===== src/rtl/fifo_sync_ctrl.sv =====
// Synchronous FIFO controller driving an external registered-read dual-port memory.
// Hides the one-cycle read latency and the read-during-write hazard behind valid/ready streams.
package fifo_pkg;
    localparam int ADDR_WIDTH = 2;
    localparam int DATA_WIDTH = 8;
endpackage

module fifo_sync_ctrl #(
    parameter int ADDR_WIDTH = fifo_pkg::ADDR_WIDTH,
    parameter int DATA_WIDTH = fifo_pkg::DATA_WIDTH,
    parameter int AF_LEVEL   = (1 << ADDR_WIDTH) - 1
) (
    input  logic                  clk,
    input  logic                  rst_n,
    input  logic                  flush,
    input  logic                  in_valid,
    output logic                  in_ready,
    input  logic [DATA_WIDTH-1:0] in_data,
    output logic                  out_valid,
    input  logic                  out_ready,
    output logic [DATA_WIDTH-1:0] out_data,
    output logic [ADDR_WIDTH:0]   count,
    output logic                  empty,
    output logic                  almost_full,
    output logic                  mem_wr_en,
    output logic [ADDR_WIDTH-1:0] mem_wr_addr,
    output logic [DATA_WIDTH-1:0] mem_wr_data,
    output logic [ADDR_WIDTH-1:0] mem_rd_addr,
    input  logic [DATA_WIDTH-1:0] mem_rd_data
);
    localparam int                DEPTH      = 1 << ADDR_WIDTH;
    localparam logic [ADDR_WIDTH:0] FULL_COUNT = DEPTH[ADDR_WIDTH:0];
    localparam logic [ADDR_WIDTH:0] AF_COUNT   = AF_LEVEL[ADDR_WIDTH:0];
    localparam logic [ADDR_WIDTH:0] PTR_ONE    = {{ADDR_WIDTH{1'b0}}, 1'b1};

    logic [ADDR_WIDTH:0] wr_ptr;
    logic [ADDR_WIDTH:0] rd_ptr;
    logic [ADDR_WIDTH:0] wr_ptr_dly;
    logic [ADDR_WIDTH:0] rd_ptr_nxt;
    logic                full;
    logic                push;
    logic                pop;

    // wr_ptr_dly lags wr_ptr by one edge so a freshly written slot is never read in its write cycle.
    always_comb begin
        count       = wr_ptr - rd_ptr;
        full        = (count == FULL_COUNT);
        in_ready    = !full;
        empty       = (count == '0);
        almost_full = (count >= AF_COUNT);
        out_valid   = (rd_ptr != wr_ptr_dly);
        push        = in_valid && in_ready && !flush;
        pop         = out_valid && out_ready && !flush;
        rd_ptr_nxt  = flush ? '0 : (rd_ptr + {{ADDR_WIDTH{1'b0}}, pop});
    end

    always_comb begin
        mem_wr_en   = push;
        mem_wr_addr = wr_ptr[ADDR_WIDTH-1:0];
        mem_wr_data = in_data;
        mem_rd_addr = rd_ptr_nxt[ADDR_WIDTH-1:0];
        out_data    = mem_rd_data;
    end

    always_ff @(posedge clk or negedge rst_n) begin
        if (!rst_n) begin
            wr_ptr     <= '0;
            rd_ptr     <= '0;
            wr_ptr_dly <= '0;
        end else if (flush) begin
            wr_ptr     <= '0;
            rd_ptr     <= '0;
            wr_ptr_dly <= '0;
        end else begin
            if (push) begin
                wr_ptr <= wr_ptr + PTR_ONE;
            end
            rd_ptr     <= rd_ptr_nxt;
            wr_ptr_dly <= wr_ptr;
        end
    end

endmodule


===== config.mk =====
export PLATFORM = sky130hd
export DESIGN_NAME = fifo_sync_ctrl
export DESIGN_NICKNAME = d
export VERILOG_FILES = /design/src/rtl/fifo_sync_ctrl.sv
export SDC_FILE = /design/constraint.sdc
export NUM_CORES = 1
export LEC_CHECK = 0
export BUFFER_PORTS_ARGS = -buffer_cell sky130_fd_sc_hd__buf_2
export CORE_MARGIN = 5
export CORE_UTILIZATION = 30
export CTS_BUF_LIST = sky130_fd_sc_hd__clkbuf_4
export DETAILED_ROUTE_END_ITERATION = 10
export SYNTH_ARGS = -nofsm -noshare
export SYNTH_HDL_FRONTEND = slang
export SYNTH_SLANG_ARGS = --single-unit

===== constraint.sdc =====
create_clock -name clk -period 2.5 [get_ports clk]
set_input_delay 0.75 -clock clk [delete_from_list [all_inputs] [get_ports clk]]
set_output_delay 0.75 -clock clk [all_outputs]
set_load 0.02 [all_outputs]

==> flow_summary.toml <==
[run_status]
status = "complete, but fails checks"
failed_checks = "setup timing"

[floorplan]
die_w_um = 57.2
rows = 17
io_pins = 49
design.core.area_um2 = 2170
start_util_pct = 30.8
die-area_um2 = 3270
die_y_um = 57.2

[sta]
clock_skew_ps = 1.52
finalSetupViolCount = 7
period_share_pct = 111
max_freq_ghz = 0.360
slew_headroom_pct = 85.4
finalMaxSlewViolations = 0
fin_crit_ps = 2780
whs_ps = 339
worst_pin_slew_ps = 219
grt_setup_unrepaired = "yes"
fin_ws_ps = -280
hold_viol_final = 0

[synthesis]
ys_types = 20
synth_fp_nets = 90
yosys_warnings = 0
synth_ff_type = "dfrtp_1"
synthArstFlopShare_pct = 100
ys_ff_latch = 9
synthTopCellsByCount = "buf_4 (18), dfrtp_1 (9), nor2b_1 (6)"
synth_edf_count = 0
synth_top_area_cell = "dfrtp_1"
syn_inst = 64
post_synth_main_area_contributors = "dfrtp_1 (34%), buf_4 (20%), ha_1 (7.5%), nor2b_1 (5.6%), xnor2_1 (5.2%)"
syn_area_um2 = 668
yosysTopAreaCellShare_pct = 33.7
yosysMostFrequentCell = "buf_4"
synth.yosys.seq_area_share_pct = 33.7
syn_avg_cell_area_um2 = 10.4

[cts]
cts_max_level = 1
cts_hold_buf = 0
clock-root-buffer = "clkbuf_4"
clk_latency_ps = 250
cts.clk_slew.worst_paths_ps = 60
cts_buffers = 3
clockBufferDepth = 2
cts_sinks = 9
cts_tree = "done"

[layout]
nets = 102
diodes = 0
nFillCells = 228
area_growth_pct = 25.8
drive_above_1_share_pct = 58.7
postLayoutCoreUtil_pct = 38.8
final_cells = 103

[route]
via_count = 435
drtPass1Iterations = 1
vias_per_cell = 4.22
antenna_left = 0
post_drt_wl_per_cell_um = 12.5
drt_iter0_drc = 0
drt_wl_total_um = 1280
remaining_drc_errors = 0

[global_routing]
overflow = 0
grt_pass1_wl_um = 2190
grt_max_degree = 11
grt_pass1_vias = 468
track_usage_pct = 9.08
antenna_found_initial = 0

[power_and_ir_drop]
cellPowerDensity_nw_per_um2 = 541
peakVddDrop_mv = 0.200
p_leak_nw = 0.442

[critical_path]
end_kind = "output port"
worstSetupPathType = "flop to output port"
reg2reg_depth = 8
cp_max_fo = 2
start_kind = "flop"
required_ps = 1750
cp.arrival_ps = 2030

[placement]
gp_congestion = 0.679
portBuffers = 16
dp.cells = 96
post-place-ws_ps = -79.4
dp_hpwl_um = 1030

[flow_run]
drv_cap = 0

[hold_path]
hold_path_class = "primary input to asynchronous set/reset pin"
==> cell type report <==
type                       instances  area (um^2)  share of cell area [%]
multi-input combinational         32          334                    39.7
sequential                         9          225                    26.8
clock buffer                       4         30.0                    3.57
inverter                           4         15.0                    1.79
tap                               28         35.0                    4.17
timing repair buffer              26          201                    24.0
==> sequential cells by signal (all words and copies together), names as in the netlist <==
| register | count |
|---|---|
| wr_ptr_dly | 3 |
| rd_ptr | 3 |
| wr_ptr | 3 |
==> report_power, final <==
group,switching [mW],leakage (nW),internal [mW]
combinational,0.0867,0.300,0.0871
clock,0.0492,0.0184,0.0723
sequential,0.00672,0.123,0.153
total,0.143,0.442,0.312
==> path summary, 6_finish.rpt <==
check | end | slack, ps | start
worst min-delay path | wr_ptr_dly[1] | 340 | rst_n
max in group asynchronous | rd_ptr[2] | 1980 | rst_n
worst max-delay path | mem_wr_en | -280 | wr_ptr[0]
min in group clk | wr_ptr_dly[0] | 570 | wr_ptr[0]
worst max register to register | wr_ptr[2] | 360 | wr_ptr[0]
worst min register to register | wr_ptr_dly[0] | 570 | wr_ptr[0]
==> layout by cell type (no fill, tap or decap) <==
master,synthesis,routed
clkbuf_4,0,4
buf_2,0,8
xnor3_2,1,1
nor2b_1,6,4
nand2_2,0,1
a21o_1,1,1
nand3_1,1,1
buf_4,18,11
a21boi_4,1,1
a21oi_1,1,1
ha_4,0,1
inv_2,0,2
dfrtp_1,9,9
xnor2_1,4,3
fa_2,0,1
mux2_1,1,1
nor3_2,0,1
and3b_1,1,1
xnor2_2,0,1
nand2_1,2,1
inv_1,4,2
buf_6,0,7
nor2_1,4,4
and2b_2,1,1
nor2b_4,0,2
mux2_4,2,2
ha_1,4,3
==> metrics by stage <==
stage | setup TNS [ps] | power, mW | area, um^2
2_1_floorplan | -235 | 0.293 | 689
5_1_grt | -1940 | 0.495 | 841
3_5_place_dp | -96.5 | 0.308 | 714
6_report | -1170 | 0.455 | 841
4_1_cts | -1400 | 0.456 | 815
3_3_place_gp | -56.1 | 0.305 | 714
==> layer usage <==
metal  track usage (%)  wire length (um)  vias up
li1                  -                 -      208
met1              9.34               497      210
met2              13.4               599       11
met3              5.43               167        6
met4              6.95                18        0
met5                 0                 0        -
==> critical path, stage by stage (launching register included) <==
cell and delay, ps:
dfrtp_1 390, inv_2 80, ha_4 130, inv_2 30
fa_2 520, and2b_2 240, a21boi_4 130, nor2b_4 150
buf_6 120
==> repair_timing <==
| item | in CTS | in global routing |
|---|---|---|
| endpoints found under the setup margin | 7 | 8 |
| setup buffers | 2 | 2 |
| pin swaps | 2 | 1 |
| endpoints found under the hold margin | 0 | 0 |
| gates cloned | 0 | 0 |
| gates resized for setup | 17 | 6 |
==> cells by family (layout without fill, tap and decap cells) <==
family | Yosys count | count (layout) | synth area share [%]
XOR/XNOR | 5 | 5 | 8.80
flip-flops | 9 | 9 | 33.7
AND/OR/NAND/NOR | 16 | 16 | 13.1
multiplexers | 3 | 3 | 6.18
AO/OA/AOI/OAI | 3 | 3 | 4.68
buffers and inverters | 23 | 34 | 23.0
adder cells (fa/ha/maj) | 5 | 5 | 10.5
No activity file was read; power rests on OpenSTA's default activity.
